--- config.mk ---
export PLATFORM = sky130hd
export DESIGN_NAME = id_ex_stage
export DESIGN_NICKNAME = d
export VERILOG_FILES = /design/src/rtl/id_ex_stage.sv
export SDC_FILE = /design/constraint.sdc
export NUM_CORES = 1
export LEC_CHECK = 0
export CORE_MARGIN = 2
export CORE_UTILIZATION = 35
export CTS_CLUSTER_DIAMETER = 50
export DETAILED_ROUTE_END_ITERATION = 6
export PLACE_DENSITY = 0.81
export SETUP_SLACK_MARGIN = 0.05
export SLEW_MARGIN = 20
export SYNTH_ARGS = -nofsm -noshare
export SYNTH_HDL_FRONTEND = slang
export SYNTH_SLANG_ARGS = --single-unit
--- constraint.sdc ---
create_clock -name clk -period 2.23 [get_ports clk]
set_clock_uncertainty 0.15 [all_clocks]
set_input_delay 0.3345 -clock clk [delete_from_list [all_inputs] [get_ports clk]]
set_output_delay 0.3345 -clock clk [all_outputs]
set_load 0.1 [all_outputs]
--- src/rtl/id_ex_stage.sv ---
// -----------------------------------------------------------------------------
// id_ex_stage
//   ID/EX pipeline register for a 32-bit ALU. In ID it picks a forwarding
//   source for each operand, detects load-use hazards and selects the ALU
//   operands. It then registers those operands and the control bits into EX.
//
// Ports
//   clk, clrn            rising-edge clock, asynchronous active-low reset
//   id_*                 decoded instruction fields and register-file data
//   ex_alu               combinational ALU result of the instruction in EX
//   mm_*                 MEM-stage write-back controls and data
//   ex_flush             squash the instruction entering EX
//   stall                combinational load-use hazard (freeze PC and IF/ID)
//   alua, alub, aluop    registered ALU inputs
//   ex_valid, ex_wreg,
//   ex_m2reg, ex_wmem,
//   ex_rn, ex_store_data registered EX-stage controls passed down to MEM
// -----------------------------------------------------------------------------
module id_ex_stage #(
    parameter int DW = 32,
    parameter int RW = 5
) (
    input  logic          clk,
    input  logic          clrn,
    input  logic          id_valid,
    input  logic [RW-1:0] id_rs,
    input  logic [RW-1:0] id_rt,
    input  logic          id_use_rs,
    input  logic          id_use_rt,
    input  logic [RW-1:0] id_rn,
    input  logic [DW-1:0] id_qa,
    input  logic [DW-1:0] id_qb,
    input  logic [DW-1:0] id_imm,
    input  logic [4:0]    id_sa,
    input  logic [2:0]    id_aluop,
    input  logic          id_shift,
    input  logic          id_aluimm,
    input  logic          id_wreg,
    input  logic          id_m2reg,
    input  logic          id_wmem,
    input  logic [DW-1:0] ex_alu,
    input  logic          mm_wreg,
    input  logic          mm_m2reg,
    input  logic [RW-1:0] mm_rn,
    input  logic [DW-1:0] mm_alu,
    input  logic [DW-1:0] mm_mo,
    input  logic          ex_flush,
    output logic          stall,
    output logic [DW-1:0] alua,
    output logic [DW-1:0] alub,
    output logic [2:0]    aluop,
    output logic          ex_valid,
    output logic          ex_wreg,
    output logic          ex_m2reg,
    output logic          ex_wmem,
    output logic [RW-1:0] ex_rn,
    output logic [DW-1:0] ex_store_data
);

    // A load in EX has no data yet, so it can only be a stall source, not a
    // forward source. Register 0 is never a forward source.
    logic          ex_fwd_ok;
    logic          mm_fwd_ok;
    logic [DW-1:0] mm_data;
    logic [DW-1:0] fa;
    logic [DW-1:0] fb;
    logic [DW-1:0] next_alua;
    logic [DW-1:0] next_alub;
    logic          load_en;

    assign ex_fwd_ok = ex_valid & ex_wreg & ~ex_m2reg & (ex_rn != '0);
    assign mm_fwd_ok = mm_wreg & (mm_rn != '0);
    assign mm_data   = mm_m2reg ? mm_mo : mm_alu;

    always_comb begin
        fa = id_qa;
        if (ex_fwd_ok && (ex_rn == id_rs))
            fa = ex_alu;
        else if (mm_fwd_ok && (mm_rn == id_rs))
            fa = mm_data;
    end

    always_comb begin
        fb = id_qb;
        if (ex_fwd_ok && (ex_rn == id_rt))
            fb = ex_alu;
        else if (mm_fwd_ok && (mm_rn == id_rt))
            fb = mm_data;
    end

    assign stall = id_valid & ex_valid & ex_wreg & ex_m2reg & (ex_rn != '0) &
                   ((id_use_rs & (ex_rn == id_rs)) | (id_use_rt & (ex_rn == id_rt)));

    assign next_alua = id_shift  ? {{(DW-5){1'b0}}, id_sa} : fa;
    assign next_alub = id_aluimm ? id_imm : fb;

    // Flush, stall and an empty ID slot all produce the same all-zero bubble.
    assign load_en = id_valid & ~stall & ~ex_flush;

    always_ff @(posedge clk or negedge clrn) begin
        if (!clrn) begin
            alua          <= '0;
            alub          <= '0;
            aluop         <= 3'b000;
            ex_valid      <= 1'b0;
            ex_wreg       <= 1'b0;
            ex_m2reg      <= 1'b0;
            ex_wmem       <= 1'b0;
            ex_rn         <= '0;
            ex_store_data <= '0;
        end else if (load_en) begin
            alua          <= next_alua;
            alub          <= next_alub;
            aluop         <= id_aluop;
            ex_valid      <= 1'b1;
            ex_wreg       <= id_wreg;
            ex_m2reg      <= id_m2reg;
            ex_wmem       <= id_wmem;
            ex_rn         <= id_rn;
            ex_store_data <= fb;
        end else begin
            alua          <= '0;
            alub          <= '0;
            aluop         <= 3'b000;
            ex_valid      <= 1'b0;
            ex_wreg       <= 1'b0;
            ex_m2reg      <= 1'b0;
            ex_wmem       <= 1'b0;
            ex_rn         <= '0;
            ex_store_data <= '0;
        end
    end

endmodule
* Word-level counts from Yosys, hierarchy flattened
Cells that the tools add are included. W data, S select, Z words.
Storage, ports and cells: word-level logic and storage cells 52, memories 0, memory bits (writable) 0, latch bits 0, register bits 108, memory bits (read-only) 0, output and inout port bits 109, bits of input ports 233
Cells by class: bitwise gates (word level) 17, $mul 0, order comparisons 0, reductions and logical operators 6, shift operators 0, $add $sub $neg 0, eq/ne operators 4, divide/modulo/power cells 0, mux-type cells 16
Operators by type and width (count):
- $mux W32 | 10
- $eq A5 B5 Y1 | 4
- $and A1 B1 Y1 | 13
- $reduce_bool A5 Y1 | 2
- $mux W5 | 1
- $logic_and A1 B1 Y1 | 4
- $mux W1 | 4
- $mux W3 | 1
- $not A1 Y1 | 3
- $or A1 B1 Y1 | 1

* Depth between registers and ports, before layout
Gate-level depths: netlist of run 1.
word-level depth 9, mapped depth 8, mapped depth without buffers 5

* Worst setup path before layout of run 1
No wires, ideal clock.
path kind reg2out, start register ex_rn[0], end output port stall, cell stages (with the launch flop) 4, data required time 1745 ps, setup slack -991 ps, arrival 2737 ps, path buffers 0, cells stage by stage dfrtp_1 > nor3_1 > a211o_1 > nor2_1
Between the ends: cells in the longest elaborated chain, start to end 4, elaborated cells between the ends (all ways) 8
RTL lines:
- start: declaration | RTL line 56 | output logic [RW-1:0] ex_rn,
- start signal: assignment | RTL line 119 | ex_rn <= id_rn;
- $eq A5 B5 Y1 | RTL line 92 | ((id_use_rs & (ex_rn == id_rs)) | (id_use_rt & (ex_rn == id_rt)));
- $and A1 B1 Y1 | RTL line 92
- $or A1 B1 Y1 | RTL line 92
- $and A1 B1 Y1 (*) | RTL line 91 | assign stall = id_valid & ex_valid & ex_wreg & ex_m2reg & (ex_rn != '0) &
- end: declaration | RTL line 48 | output logic stall,
Mark *: on every way between the ends. The rest lies on a longest branch, timed or not.

* Worst setup path in the final report of run 1
start input port id_rs[0], end output port stall
Between the ends: cells in the longest elaborated chain, start to end 4
RTL lines:
- start: declaration | RTL line 26 | input logic [RW-1:0] id_rs,
- $eq A5 B5 Y1 | RTL line 92
- $and A1 B1 Y1 | RTL line 92
- $or A1 B1 Y1 | RTL line 92
- $and A1 B1 Y1 | RTL line 91
No other way between the ends.

==> results of run 1 <==
==> cell type report <==
class / instances / share of cell area
tap: 225 / 0.0265
antenna: 3 / 0.000706
inverter: 49 / 0.0173
clock buffer: 11 / 0.0228
timing repair buffer: 419 / 0.381
clock inverter: 5 / 0.00341
multi-input combinational: 408 / 0.292
sequential: 108 / 0.256
==> registers in the layout, summed over array words and instances (netlist names) <==
name and count:
alua 32, alub 32, ex_store_data 32, ex_rn 5
aluop 3, ex_m2reg 1, ex_valid 1, ex_wmem 1
ex_wreg 1
==> power by group <==
part / total (W) / internal, W / switching (W)
Sequential: 0.00207 / 0.00204 / 0.0000328
Clock: 0.00156 / 0.000796 / 0.000767
Combinational: 0.00196 / 0.000760 / 0.00120
==> cell usage after synthesis, drive strengths merged (17+ instances only) <==
library cell	number	area (sq um)
a31oi	64	400
a21oi	69	345
mux2i	32	320
a211oi	28	210
a211o	65	569
xor2	20	175
inv	49	184
nor2	17	63.8
nand2	61	229
clkbuf	57	214
dfrtp	108	2700
a221oi	37	531
==> path summary, 6_finish.rpt <==
check | slack (ns) | end
setup / recovery | -0.06 | stall
hold / removal | 0.31 | alub[5]$_DFF_PN0_
setup reg to reg | -0.03 | alua[6]$_DFF_PN0_
hold reg to reg | 0.82 | ex_store_data[31]$_DFF_PN0_
max in group asynchronous | 0.85 | ex_rn[3]$_DFF_PN0_
min in group clk | 0.34 | ex_wreg$_DFF_PN0_
==> critical path: stages <==
cell	delay [ns]
clkdlybuf4s50_1	0.45
buf_4	0.16
xor2_1	0.13
nor2_1	0.16
a32oi_2	0.13
buf_4	0.16
nor2_4	0.09
buf_12	0.18
==> logic make-up after synthesis <==
logic type      after synthesis  synth area share
flops                       108             0.441
mux                          32            0.0523
compound gates              266             0.339
xor+xnor                     20            0.0286
buf+inv                     120            0.0798
simple gates                 90            0.0594
==> metal layers <==
metal / global-route usage / vias to the layer above / share of wire
met2: 0.469 / 383 / 0.50
met4: 0.128 / 0 / 0.038
met3: 0.0787 / 61 / 0.097
met1: 0.309 / 3270 / 0.37
met5: 0 / - / 0
li1: - / 3077 / -
==> what timing repair did <==
action | in CTS | in global routing
pin swaps | 28 | 7
resized for setup | 23 | 15
gates cloned | 2 | 0
setup buffers | 8 | 2
endpoints found under the hold margin | 21 | 0
hold buffers | 1 | 0
endpoints found under the setup margin | 97 | 61
==> through the flow <==
step,utilization,hold WS (ns),std cells
2_1_floorplan,-,-0.111,636
3_3_place_gp,0.585,0.114,1196
3_5_place_dp,0.585,0.116,1196
4_1_cts,0.612,0.293,1223
5_1_grt,0.617,0.321,1225
6_report,0.617,0.310,1228
==> impl_metrics.py, run 1 <==
metrics = {
    "final_layout": {
        "drive_gt1_frac": 0.278,
        "area_growth_pct": 73.6,
        "fin_area_sq_mm": 0.0106,
        "fillers": 1436,
        "fin_nets": 1228,
        "seq_area_sq_mm": 0.00273,
        "layout_common_cells": "clkdlybuf4s50_1, buf_4, dfrtp_1",
        "multiInputGateArea_sq_mm": 0.00311,
        "final_common_cell": "clkdlybuf4s50_1",
    },
    "worst_setup_path": {
        "cp-start-kind": "input pin",
        "reg2reg_depth": 8,
        "regToRegStartpoint": "ex_rn[2]$_DFF_PN0_",
        "worstSetupPathType": "in2out",
        "end_kind": "output pin",
        "critPathArrivalTime_ns": 1.80,
        "startpoint": "id_rs[0]",
        "required_ns": 1.75,
        "path_max_fanout": 2,
    },
    "detailed_routing": {
        "ant_nets": 0,
        "drt_wl_total_mm": 25.9,
        "wl_per_cell_um": 21.1,
        "drt_iter0_drc": 425,
        "drc": 0,
        "via_per_inst": 5.53,
        "vias": 6791,
        "dr.pass1.iters": 5,
    },
    "clock_tree": {
        "tritoncts": "done",
        "cts_buffer_depth": 2,
        "clk-insertion-delay-late_ns": 0.34,
        "cts.sinks": 108,
        "clock_tree.htree_level_count": 3,
        "clk_transition_reported_paths_ns": 0.08,
        "cts_buffers": 9,
        "root_buffer": "clkbuf_16",
    },
    "floorplan": {
        "core_sq_mm": 0.0172,
        "ios": 342,
        "rows": 48,
        "die_area_sq_mm": 0.0186,
        "die_w_um": 136,
        "start_util": 0.356,
        "die_y_um": 136,
    },
    "timing": {
        "setup_viol": 2,
        "tns_ns": -0.0873,
        "min_period_ns": 2.29,
        "finalCritPeriodShare": 1.03,
        "hold_viol": 0,
        "worstMarginPinSlew_ns": 0.784,
        "setup_ws_ns": -0.0569,
        "relSlewSlack": 0.477,
        "rsz0062_at_grt": "yes",
        "max_freq_ghz": 0.437,
        "drv_slew": 0,
    },
    "pwr": {
        "power_w": 0.00559,
        "p_per_area_mw_per_mm2": 526,
        "ir_worst_vdd_mv": 0.338,
        "leakagePower_nw": 5.03,
    },
    "flow_run": {
        "max_cap_violations": 0,
    },
    "status": {
        "violations": "negative setup slack",
        "outcome": "complete, but fails checks",
    },
    "placed_design": {
        "dp.final_hpwl_mm": 19.1,
        "dpl_cell_area_sq_mm": 0.0101,
        "gp_congestion": 0.858,
        "pre_cts_slack_ns": -0.564,
        "portBuffers": 341,
    },
    "synth": {
        "synthFlopType": "dfrtp_1",
        "synthArstFlopShare": 1.00,
        "synth_nets": 869,
        "ys_warn_count": 0,
        "synth_edf_count": 0,
        "syn_area_sq_mm": 0.00613,
        "synth_cell_types": 25,
        "syn_inst": 636,
        "ys_seq_elements": 108,
        "yosysSeqAreaShare": 0.441,
        "avgSynthCellArea_sq_um": 9.64,
    },
    "grt": {
        "grt_max_degree": 65,
        "antenna_found_initial": 3,
        "grt_pass1_wl_mm": 38.3,
        "grt_use_total": 0.272,
        "grt_pass1_vias": 6888,
        "gr-total-overflow": 0,
    },
    "hold_path": {
        "worstHoldPathType": "in2async",
    },
}
Power figures use the tool's default switching activity.
==> run 2: changes to the inputs <==
--- a/config.mk
+++ b/config.mk
@@ -9,6 +9,7 @@
 export CORE_UTILIZATION = 35
 export CTS_CLUSTER_DIAMETER = 50
 export DETAILED_ROUTE_END_ITERATION = 6
+export MAX_ROUTING_LAYER = met4
 export PLACE_DENSITY = 0.81
 export SETUP_SLACK_MARGIN = 0.05
 export SLEW_MARGIN = 20
==> impl_metrics.py, run 2 (synthesis results as in run 1) <==
metrics = {
    "final_layout": {
        "area_growth_pct": 73.6,
        "fin_area_sq_mm": 0.0106,
        "drive_gt1_frac": 0.278,
        "biggestRegsByFlops": "alua: 32 flops, alub: 32 flops, ex_store_data: 32 flops",
        "fin_nets": 1228,
        "final_util": 0.617,
        "fillers": 1436,
        "final_common_cell": "clkdlybuf4s50_1",
        "layout_common_cells": "clkdlybuf4s50_1, buf_4, dfrtp_1",
    },
    "worst_setup_path": {
        "slowest_delay_ns": 0.46,
        "r2r-end": "alua[6]$_DFF_PN0_",
        "regToRegStartpoint": "ex_rn[2]$_DFF_PN0_",
        "reg2reg_depth": 8,
        "critical_path.top_delay_family": "buffers and inverters",
        "worstSetupPathType": "in2out",
        "path_common_cell": "buf_4",
        "rrSetupSlack_ns": -0.03,
        "end_kind": "output pin",
        "cp-start-kind": "input pin",
        "required_ns": 1.75,
        "path_cells": "clkdlybuf4s50_1 > buf_4 > xor2_1 > nor2_1 > a32oi_2 > buf_4 > nor2_4 > buf_12",
        "worst-path-buf-inv": 4,
        "critPathArrivalTime_ns": 1.81,
        "path_max_fanout": 2,
        "slowest_stage": "clkdlybuf4s50_1",
    },
    "detailed_routing": {
        "wl_per_cell_um": 21.1,
        "drt_iter0_drc": 411,
        "via_per_inst": 5.60,
        "dr.pass1.iters": 5,
        "ant_nets": 0,
        "vias": 6877,
        "drc": 0,
        "drt_wl_total_mm": 25.9,
    },
    "timing": {
        "tns_ns": -0.100,
        "max_freq_ghz": 0.436,
        "rsz0062_at_grt": "yes",
        "worstMarginPinSlew_ns": 0.815,
        "drv_slew": 0,
        "hold_viol": 0,
        "finalCritPeriodShare": 1.03,
        "setup_viol": 4,
        "relSlewSlack": 0.457,
        "min_period_ns": 2.29,
        "setup_ws_ns": -0.0624,
    },
    "pwr": {
        "switching_share": 0.359,
        "leakagePower_nw": 5.03,
        "netSwitchingPower_w": 0.00201,
        "combinationalPowerShare": 0.350,
        "p_int_w": 0.00359,
        "p_per_area_mw_per_mm2": 527,
        "clockPowerShare": 0.281,
        "power_frac_seq": 0.369,
        "ir_worst_vdd_mv": 0.344,
        "power_w": 0.00560,
    },
    "clock_tree": {
        "clk_transition_reported_paths_ns": 0.08,
        "cts_buffer_depth": 2,
        "root_buffer": "clkbuf_16",
        "cts.sinks": 108,
        "clk-insertion-delay-late_ns": 0.35,
        "tritoncts": "done",
        "clock_tree.htree_level_count": 3,
        "cts_buffers": 9,
    },
    "placed_design": {
        "dpl_cell_area_sq_mm": 0.0101,
        "pre_cts_slack_ns": -0.564,
        "gp_congestion": 0.872,
        "dp.final_hpwl_mm": 19.1,
        "portBuffers": 341,
    },
    "floorplan": {
        "die_w_um": 136,
        "die_y_um": 136,
        "ios": 342,
        "die_area_sq_mm": 0.0186,
        "core_sq_mm": 0.0172,
        "start_util": 0.356,
        "rows": 48,
    },
    "hold_path": {
        "worstHoldPathType": "in2async",
    },
    "grt": {
        "grt_pass1_vias": 6944,
        "antenna_found_initial": 3,
        "gr-total-overflow": 0,
        "grt_pass1_wl_mm": 38.2,
        "grt_max_degree": 65,
        "grt_use_total": 0.279,
    },
    "status": {
        "outcome": "complete, but fails checks",
        "violations": "negative setup slack",
    },
    "flow_run": {
        "max_cap_violations": 0,
    },
}
## run 2: cell counts in the layout (fill, tap and decap cells not counted)
Identical to the previous run, type by type.
## run 2: metrics by stage
step | hold slack (ns) | instances
after global placement | 0.114 | 1196
after CTS | 0.293 | 1223
after detailed placement | 0.116 | 1196
final | 0.309 | 1228
after global routing | 0.323 | 1228
after floorplan | -0.111 | 636
## run 2: layout make-up
class	count	area [sq um]	area share
inverter	49	184	0.0173
timing repair buffer	419	4060	0.381
clock inverter	5	36.3	0.00341
tap	225	282	0.0265
antenna	3	7.51	0.000706
clock buffer	11	243	0.0228
multi-input combinational	408	3110	0.292
sequential	108	2730	0.256
## run 2: worst max path at each step
stage / from / end / slack [ns] / cells after the start
after detailed placement: mm_rn[2] / alua[29]$_DFF_PN0_ / -0.56 / 7
final: id_rs[0] / stall / -0.06 / 8
after global routing: ex_rn[2]$_DFF_PN0_ / stall / -0.14 / 6
after CTS: ex_rn[2]$_DFF_PN0_ / stall / -0.05 / 6
after floorplan: ex_rn[3]$_DFF_PN0_ / alub[13]$_DFF_PN0_ / 0.02 / 8
after global placement: mm_rn[1] / alua[29]$_DFF_PN0_ / -0.53 / 7
## run 2: routing by layer
layer  share of wire  global-route usage
met3           0.098              0.0679
met1            0.37               0.313
met5               0                   -
met4           0.040               0.126
met2            0.50               0.472
## run 2: power groups by stage
stage / registers (W) / logic (W) / clock network, W
global route: 0.00208 / 0.00205 / 0.00167
global placement: 0.00211 / 0.00189 / 0
finish: 0.00207 / 0.00196 / 0.00157
floorplan: 0.00269 / 0.000449 / 0
detailed placement: 0.00211 / 0.00191 / 0
CTS: 0.00207 / 0.00194 / 0.00160
## run 2: timing repair
item	4_1_cts	5_1_grt
pin swaps	28	7
endpoints found under the setup margin	97	61
setup buffers	8	2
resized for setup	23	15
hold buffers	1	0
hold endpoints to repair	21	0
gates cloned	2	0
